File: src/rtl/overlay_pkg.sv
// overlay_pkg
// Shared definitions for the sprite overlay layer: colour constants,
// configuration register addresses, ctrl bit positions, the row-prefetch
// state enum and the per-axis bounce helper used by the motion logic.
package overlay_pkg;

    localparam logic [5:0] TRANSPARENT = 6'b100001;
    localparam logic [5:0] BLACK       = 6'b000000;
    localparam logic [5:0] GOLD        = 6'b110110;
    localparam logic [5:0] RED         = 6'b110000;
    localparam logic [5:0] WHITE       = 6'b111111;

    localparam logic [1:0] CFG_XPOS   = 2'd0;
    localparam logic [1:0] CFG_YPOS   = 2'd1;
    localparam logic [1:0] CFG_COLOUR = 2'd2;
    localparam logic [1:0] CFG_CTRL   = 2'd3;

    localparam int CTRL_EN     = 0;
    localparam int CTRL_MOTION = 1;
    localparam int CTRL_XDIR   = 2;
    localparam int CTRL_YDIR   = 3;

    typedef enum logic [1:0] {
        IDLE  = 2'd0,
        FETCH = 2'd1,
        DRAIN = 2'd2
    } fetch_state_t;

    // One motion step along one axis. Returns {new_dir, new_pos}; dir 1 means
    // moving towards zero. Positive moves clamp at lim, negative ones at 0,
    // and the direction flips whenever a clamp happens.
    function automatic logic [10:0] bounce_step(
        input logic [9:0]  pos,
        input logic        neg,
        input logic [10:0] step,
        input logic [9:0]  lim
    );
        logic [10:0] fwd;
        fwd = {1'b0, pos} + step;
        if (!neg) begin
            if (fwd > {1'b0, lim})
                return {1'b1, lim};
            return {1'b0, fwd[9:0]};
        end
        if ({1'b0, pos} < step)
            return {1'b0, 10'd0};
        return {1'b1, pos - step[9:0]};
    endfunction

endpackage

File: src/rtl/sprite_motion.sv
// sprite_motion
// Register set for one sprite slot: position, colour and ctrl, plus the
// per-frame bounce motion. A config write landing on the frame_start cycle
// overrides motion for the written register only.
// Ports:
//   clk, rst        pixel clock, synchronous active-high reset
//   frame_start     one-cycle pulse that advances motion
//   we, addr, data  register write already decoded for this slot
//   xpos, ypos      current sprite position
//   colour          sprite colour
//   enable          ctrl enable bit
module sprite_motion
    import overlay_pkg::*;
#(
    parameter int SPR_W      = 48,
    parameter int SPR_H      = 45,
    parameter int SCALE_LOG2 = 0,
    parameter int H_RES      = 640,
    parameter int V_RES      = 480,
    parameter int STEP       = 1
)(
    input  logic       clk,
    input  logic       rst,
    input  logic       frame_start,
    input  logic       we,
    input  logic [1:0] addr,
    input  logic [9:0] data,
    output logic [9:0] xpos,
    output logic [9:0] ypos,
    output logic [5:0] colour,
    output logic       enable
);

    localparam logic [9:0]  X_MAX  = 10'(H_RES - (SPR_W << SCALE_LOG2));
    localparam logic [9:0]  Y_MAX  = 10'(V_RES - (SPR_H << SCALE_LOG2));
    localparam logic [10:0] STEP11 = 11'(STEP);

    logic [3:0]  ctrl;
    logic [10:0] x_move;
    logic [10:0] y_move;

    assign enable = ctrl[CTRL_EN];
    assign x_move = bounce_step(xpos, ctrl[CTRL_XDIR], STEP11, X_MAX);
    assign y_move = bounce_step(ypos, ctrl[CTRL_YDIR], STEP11, Y_MAX);

    // The write case comes after the motion update so that, for the same
    // register, the last non-blocking assignment (the write) takes effect.
    always_ff @(posedge clk) begin
        if (rst) begin
            xpos   <= '0;
            ypos   <= '0;
            colour <= GOLD;
            ctrl   <= '0;
        end else begin
            if (frame_start && ctrl[CTRL_MOTION]) begin
                xpos            <= x_move[9:0];
                ypos            <= y_move[9:0];
                ctrl[CTRL_XDIR] <= x_move[10];
                ctrl[CTRL_YDIR] <= y_move[10];
            end
            if (we) begin
                case (addr)
                    CFG_XPOS:   xpos   <= data;
                    CFG_YPOS:   ypos   <= data;
                    CFG_COLOUR: colour <= data[5:0];
                    CFG_CTRL:   ctrl   <= data[3:0];
                    default:    ;
                endcase
            end
        end
    end

endmodule

File: src/rtl/sprite_layer.sv
// sprite_layer
// Overlay of NUM_SPR copies of one shared monochrome bitmap, each with its
// own position, colour and optional bounce motion, scaled by 2^SCALE_LOG2.
// Bitmap rows for the next line are prefetched from an external ROM during
// horizontal blanking into one row buffer per slot.
// Ports:
//   clk, rst                   pixel clock, synchronous active-high reset
//   x, y, active               current pixel position and visible flag
//   line_end, frame_start      timing pulses from the VGA generator
//   cfg_we/sel/addr/data       per-slot register writes
//   rom_addr, rom_data         bitmap ROM row request / row one cycle later
//   rgb                        registered pixel or transparent key
module sprite_layer
    import overlay_pkg::*;
#(
    parameter int NUM_SPR    = 3,
    parameter int SPR_W      = 48,
    parameter int SPR_H      = 45,
    parameter int SCALE_LOG2 = 0,
    parameter int H_RES      = 640,
    parameter int V_RES      = 480,
    parameter int V_TOTAL    = 525,
    parameter int STEP       = 1,
    localparam int SEL_W     = (NUM_SPR > 1) ? $clog2(NUM_SPR) : 1,
    localparam int ROW_W     = (SPR_H > 1) ? $clog2(SPR_H) : 1
)(
    input  logic             clk,
    input  logic             rst,
    input  logic [9:0]       x,
    input  logic [9:0]       y,
    input  logic             active,
    input  logic             line_end,
    input  logic             frame_start,
    input  logic             cfg_we,
    input  logic [SEL_W-1:0] cfg_sel,
    input  logic [1:0]       cfg_addr,
    input  logic [9:0]       cfg_data,
    output logic [ROW_W-1:0] rom_addr,
    input  logic [SPR_W-1:0] rom_data,
    output logic [5:0]       rgb
);

    localparam int          COL_W   = (SPR_W > 1) ? $clog2(SPR_W) : 1;
    localparam logic [10:0] W       = 11'(SPR_W << SCALE_LOG2);
    localparam logic [10:0] SPR_H11 = 11'(SPR_H);

    logic [9:0]       xpos    [NUM_SPR];
    logic [9:0]       ypos    [NUM_SPR];
    logic [5:0]       colour  [NUM_SPR];
    logic             enable  [NUM_SPR];
    logic [SPR_W-1:0] rowbuf  [NUM_SPR];

    fetch_state_t     state;
    logic [SEL_W-1:0] idx;
    logic [9:0]       ny;
    logic             cap_valid;
    logic             cap_hit;
    logic [SEL_W-1:0] cap_idx;
    logic [10:0]      row_off;
    logic             fetch_hit;

    logic [10:0]      x_off   [NUM_SPR];
    logic [COL_W-1:0] x_col   [NUM_SPR];
    logic [NUM_SPR-1:0] slot_hit;
    logic [5:0]       pix_colour;

    for (genvar i = 0; i < NUM_SPR; i++) begin : g_slot
        sprite_motion #(
            .SPR_W      (SPR_W),
            .SPR_H      (SPR_H),
            .SCALE_LOG2 (SCALE_LOG2),
            .H_RES      (H_RES),
            .V_RES      (V_RES),
            .STEP       (STEP)
        ) u_motion (
            .clk         (clk),
            .rst         (rst),
            .frame_start (frame_start),
            .we          (cfg_we && (cfg_sel == SEL_W'(i))),
            .addr        (cfg_addr),
            .data        (cfg_data),
            .xpos        (xpos[i]),
            .ypos        (ypos[i]),
            .colour      (colour[i]),
            .enable      (enable[i])
        );
    end

    // Row request for the slot being fetched this cycle. Driven only from
    // registered state, so the ROM sees a stable address all cycle.
    always_comb begin
        row_off   = ({1'b0, ny} - {1'b0, ypos[idx]}) >> SCALE_LOG2;
        fetch_hit = (state == FETCH) && enable[idx] &&
                    (ny >= ypos[idx]) && (row_off < SPR_H11);
        rom_addr  = fetch_hit ? row_off[ROW_W-1:0] : '0;
    end

    // Prefetch FSM. The request of one cycle is captured on the next, so the
    // last slot lands at the end of DRAIN. A line_end at any time restarts
    // from slot 0; a pending capture still completes.
    always_ff @(posedge clk) begin
        if (rst) begin
            state     <= IDLE;
            idx       <= '0;
            ny        <= '0;
            cap_valid <= 1'b0;
            cap_hit   <= 1'b0;
            cap_idx   <= '0;
            for (int i = 0; i < NUM_SPR; i++)
                rowbuf[i] <= '0;
        end else begin
            cap_valid <= (state == FETCH);
            cap_hit   <= fetch_hit;
            cap_idx   <= idx;
            if (cap_valid)
                rowbuf[cap_idx] <= cap_hit ? rom_data : '0;

            if (line_end) begin
                state <= FETCH;
                idx   <= '0;
                ny    <= (y == 10'(V_TOTAL - 1)) ? 10'd0 : y + 10'd1;
            end else begin
                case (state)
                    FETCH: begin
                        if (idx == SEL_W'(NUM_SPR - 1))
                            state <= DRAIN;
                        else
                            idx <= idx + SEL_W'(1);
                    end
                    DRAIN:   state <= IDLE;
                    default: state <= IDLE;
                endcase
            end
        end
    end

    // Per-slot hit test; iterating downwards lets the lowest index win.
    always_comb begin
        pix_colour = TRANSPARENT;
        for (int i = 0; i < NUM_SPR; i++) begin
            x_off[i]    = {1'b0, x} - {1'b0, xpos[i]};
            x_col[i]    = COL_W'(x_off[i] >> SCALE_LOG2);
            slot_hit[i] = (x >= xpos[i]) && (x_off[i] < W) && rowbuf[i][x_col[i]];
        end
        for (int i = NUM_SPR - 1; i >= 0; i--) begin
            if (slot_hit[i])
                pix_colour = colour[i];
        end
    end

    always_ff @(posedge clk) begin
        if (rst)
            rgb <= TRANSPARENT;
        else
            rgb <= (active && (|slot_hit)) ? pix_colour : TRANSPARENT;
    end

endmodule

File: config.mk
export PLATFORM = sky130hd
export DESIGN_NAME = sprite_layer
export DESIGN_NICKNAME = d
export VERILOG_FILES = /design/src/rtl/overlay_pkg.sv /design/src/rtl/sprite_motion.sv /design/src/rtl/sprite_layer.sv
export SDC_FILE = /design/constraint.sdc
export NUM_CORES = 1
export LEC_CHECK = 0
export ABC_AREA = 1
export CAP_MARGIN = 20
export CORE_MARGIN = 5
export CORE_UTILIZATION = 42
export DETAILED_ROUTE_END_ITERATION = 6
export GPL_ROUTABILITY_DRIVEN = 0
export GPL_TIMING_DRIVEN = 0
export PLACE_DENSITY = 0.72
export SETUP_SLACK_MARGIN = 0.4
export SLEW_MARGIN = 30
export SYNTH_ARGS = -nofsm -noshare
export SYNTH_HDL_FRONTEND = slang
export SYNTH_SLANG_ARGS = --single-unit
File: constraint.sdc
create_clock -name clk -period 5.35 [get_ports clk]
set_clock_uncertainty 0.15 [all_clocks]
set_input_delay 1.605 -clock clk [delete_from_list [all_inputs] [get_ports clk]]
set_output_delay 1.605 -clock clk [all_outputs]
set_load 0.01 [all_outputs]
==> results of run 1 <==
cell usage in the layout, fill, tap and decap left out, types with 8 or more instances in the layout:
cell	instances
o211ai_1	9
nand3_1	221
xnor2_1	10
a22oi_1	9
clkdlybuf4s50_1	91
edfxtp_1	144
nor3_1	23
nand4_1	33
buf_2	19
o21ai_1	8
ha_1	57
a21oi_1	169
o21ai_0	150
inv_1	228
nor2_1	308
dfxtp_1	111
clkbuf_1	68
nand2_1	633
xor2_1	67
nand3b_1	12
buf_4	30
clkbuf_16	29
power breakdown:
group	switching (mW)	leakage, nW	internal, mW
Clock	0.818	0.465	1.17
Sequential	0.0376	2.42	2.16
Combinational	0.608	5.26	0.337
worst max-delay path, stage by stage, from the launching register on:
cell,delay [ns]
dfxtp_4,0.38
nor2_4,0.14
buf_8,0.12
nand2_4,0.04
o21ai_2,0.06
ha_2,0.20
inv_2,0.04
fa_2,0.36
a21oi_2,0.15
nor2_2,0.06
nor2_4,0.11
xor2_1,0.19
o21ai_1,0.10
nand3_1,0.10
o211ai_1,0.08
nor2_1,0.14
nand3_2,0.13
buf_6,0.16
nor2_4,0.11
buf_6,0.11
area by class of cell:
cell class                 instances  share of cell area
multi-input combinational       1796               0.457
sequential                       258               0.335
timing repair buffer             121              0.0583
inverter                         239              0.0455
clock buffer                      45              0.0423
tap                              525              0.0332
buffer                            98              0.0230
clock inverter                     9             0.00589
sequential cells by signal (all words and copies together) (netlist names):
signal                  flops
cap_hit                     1
cap_idx                     2
cap_valid                   1
g_slot.u_motion.colour     18
g_slot.u_motion.ctrl       12
g_slot.u_motion.xpos       30
g_slot.u_motion.ypos       30
idx                         2
ny                         10
rgb                         6
rowbuf                    144
state                       2
synth_stat cells (6+ instances only):
| cell | count |
|---|---|
| a21oi_1 | 171 |
| a22oi_1 | 10 |
| a31oi_1 | 6 |
| buf_1 | 8 |
| buf_2 | 16 |
| buf_4 | 7 |
| clkbuf_1 | 65 |
| dfxtp_1 | 114 |
| edfxtp_1 | 144 |
| ha_1 | 58 |
| inv_1 | 231 |
| nand2_1 | 637 |
| nand3_1 | 222 |
| nand3b_1 | 12 |
| nand4_1 | 33 |
| nor2_1 | 315 |
| nor3_1 | 23 |
| o211ai_1 | 9 |
| o21ai_0 | 155 |
| o21ai_1 | 6 |
| xnor2_1 | 10 |
| xor2_1 | 67 |
metrics by stage:
step,setup WS (ns),utilization
CTS,0.255,0.495
finish,0.238,0.497
global placement,-0.406,0.465
global route,0.0682,0.497
floorplan,0.894,-
detailed placement,-0.175,0.465
final timing paths:
check,depth (start not counted),endpoint,slack [ns]
setup / recovery,19,rom_addr[4],0.24
hold / removal,2,g_slot[0].u_motion.ctrl[1],0.30
setup reg to reg,14,rgb[2],1.83
hold reg to reg,2,g_slot[0].u_motion.ctrl[1],0.30
routing by layer:
layer | vias to the layer above | part of all wire | global-route usage
li1 | 8193 | - | -
met1 | 7886 | 0.41 | 0.306
met2 | 758 | 0.47 | 0.369
met3 | 109 | 0.091 | 0.0342
met4 | 2 | 0.029 | 0.0666
met5 | - | 0.00025 | 0
repair_timing:
action | in CTS | in global routing
pin swaps | 8 | 11
setup endpoints to repair | 6 | 12
resized for setup | 63 | 27
cloned | 0 | 0
buffers inserted | 21 | 3
cell families (layout without fill, tap and decap cells):
| family | after synthesis | count (layout) | share of synthesized area |
|---|---|---|---|
| AO/OA/AOI/OAI | 386 | 386 | 0.123 |
| flip-flops | 258 | 258 | 0.392 |
| buffers and inverters | 337 | 512 | 0.0780 |
| XOR/XNOR | 79 | 79 | 0.0420 |
| AND/OR/NAND/NOR | 1269 | 1269 | 0.317 |
| adder cells (fa/ha/maj) | 62 | 62 | 0.0479 |
==> impl_metrics.yaml, run 1 <==
timing:
  hold_viol: 0
  timing.final.crit_period_ns: 5.11
  rsz0062_at_grt: "yes"
  period_share: 0.956
  fin_tns_setup_ns: 0
  relSlewSlack: 0.463
  slew_violations: 0
  final-setup-viol-count: 0
  timing.hold.ws_ns: 0.297
  tightest_slew_ns: 0.793
  fmax_mhz: 196
yosys:
  synth_top_area_frac: 0.257
  ys_warn_count: 0
  synth-main-ff-cell: "edfxtp_1"
  yosysUniqueCellTypes: 52
  avgSynthCellArea_um2: 7.04
  syn-cell-area_mm2: 0.0168
  yosys.area.top_type: "edfxtp_1"
  ys_seq_area_frac: 0.392
  yosys_register_bits: 258
  postSynthCellCount: 2391
  synth_edf_count: 144
  synth_area_leaders: "edfxtp_1, nand2_1, dfxtp_1"
  synth_nets: 2541
  async_reset_ff_frac: 0
global_route:
  overflow: 0
  grt_pass1_wl_um: 81000
  grtUsageTotal: 0.224
  grt_max_degree: 49
  antenna_found_initial: 1
  first_global_vias: 15700
clock_network:
  ctsLongestPathBuffers: 3
  clock-sinks: 258
  cts_tree: "done"
  ctsHoldBuffers: 0
  cts_buffers: 29
  cts_root_buffer: "clkbuf_16"
  cts.clk_slew.worst_paths_ns: 0.06
  worst_skew_pair.late_latency_ns: 0.57
  htreeDepth: 1
min_path:
  hp-start: "g_slot[0].u_motion.ctrl[1]"
  hp-class: "flip-flop to flip-flop"
finish:
  n_antenna_cell: 0
  final_cell_area_mm2: 0.0198
  nets: 2693
  ff_latch_area_mm2: 0.00661
  drive_gt1_frac: 0.0647
  multi_input_area_mm2: 0.00903
  finalNonFillerCells: 3091
  syn_to_final_growth_pct: 17.4
  fillCellCount: 3791
placement:
  placed_area_mm2: 0.0185
  io_buffers: 97
  dp_hpwl_um: 38600
  placedCellCount: 3013
floorplan:
  die-area_mm2: 0.0442
  die_height_um: 210
  start_util: 0.424
  row_count: 73
  core_mm2: 0.0397
  pin_count: 100
  die_w_um: 210
critical_path:
  worst-path-max-fanout: 5
  criticalPathCategory: "flip-flop to primary output"
  arrival_ns: 3.36
  crit_required_ns: 3.60
  cp-start-kind: "flip-flop"
  end_kind: "primary output"
  crit_start: "idx[0]"
  r2r_start: "g_slot[1].u_motion.xpos[0]"
drt:
  first_pass_iters: 5
  drt-vias-per-instance: 5.48
  drc_errors: 0
  ant_nets: 0
  first_iter_violations: 1795
  wl_per_cell_um: 16.8
  vias: 16900
  drt-total-wl_um: 52000
power:
  total_power_mw: 5.13
  power.density_mw_per_mm2: 260
  ir_drop_mv: 0.275
  leakagePower_nw: 8.14
run_status:
  status: "finished clean"
run:
  cap_viol_max_count: 0
Power figures use the tool's default switching activity.
==> run 2: changes to the inputs <==
--- a/config.mk
+++ b/config.mk
@@ -14,6 +14,7 @@
 export GPL_TIMING_DRIVEN = 0
 export PLACE_DENSITY = 0.72
 export SETUP_SLACK_MARGIN = 0.4
+export SKIP_LAST_GASP = 1
 export SLEW_MARGIN = 30
 export SYNTH_ARGS = -nofsm -noshare
 export SYNTH_HDL_FRONTEND = slang
==> results of run 2 <==
Same layout as run 1: the final DEF is identical, and so are final timing and power.
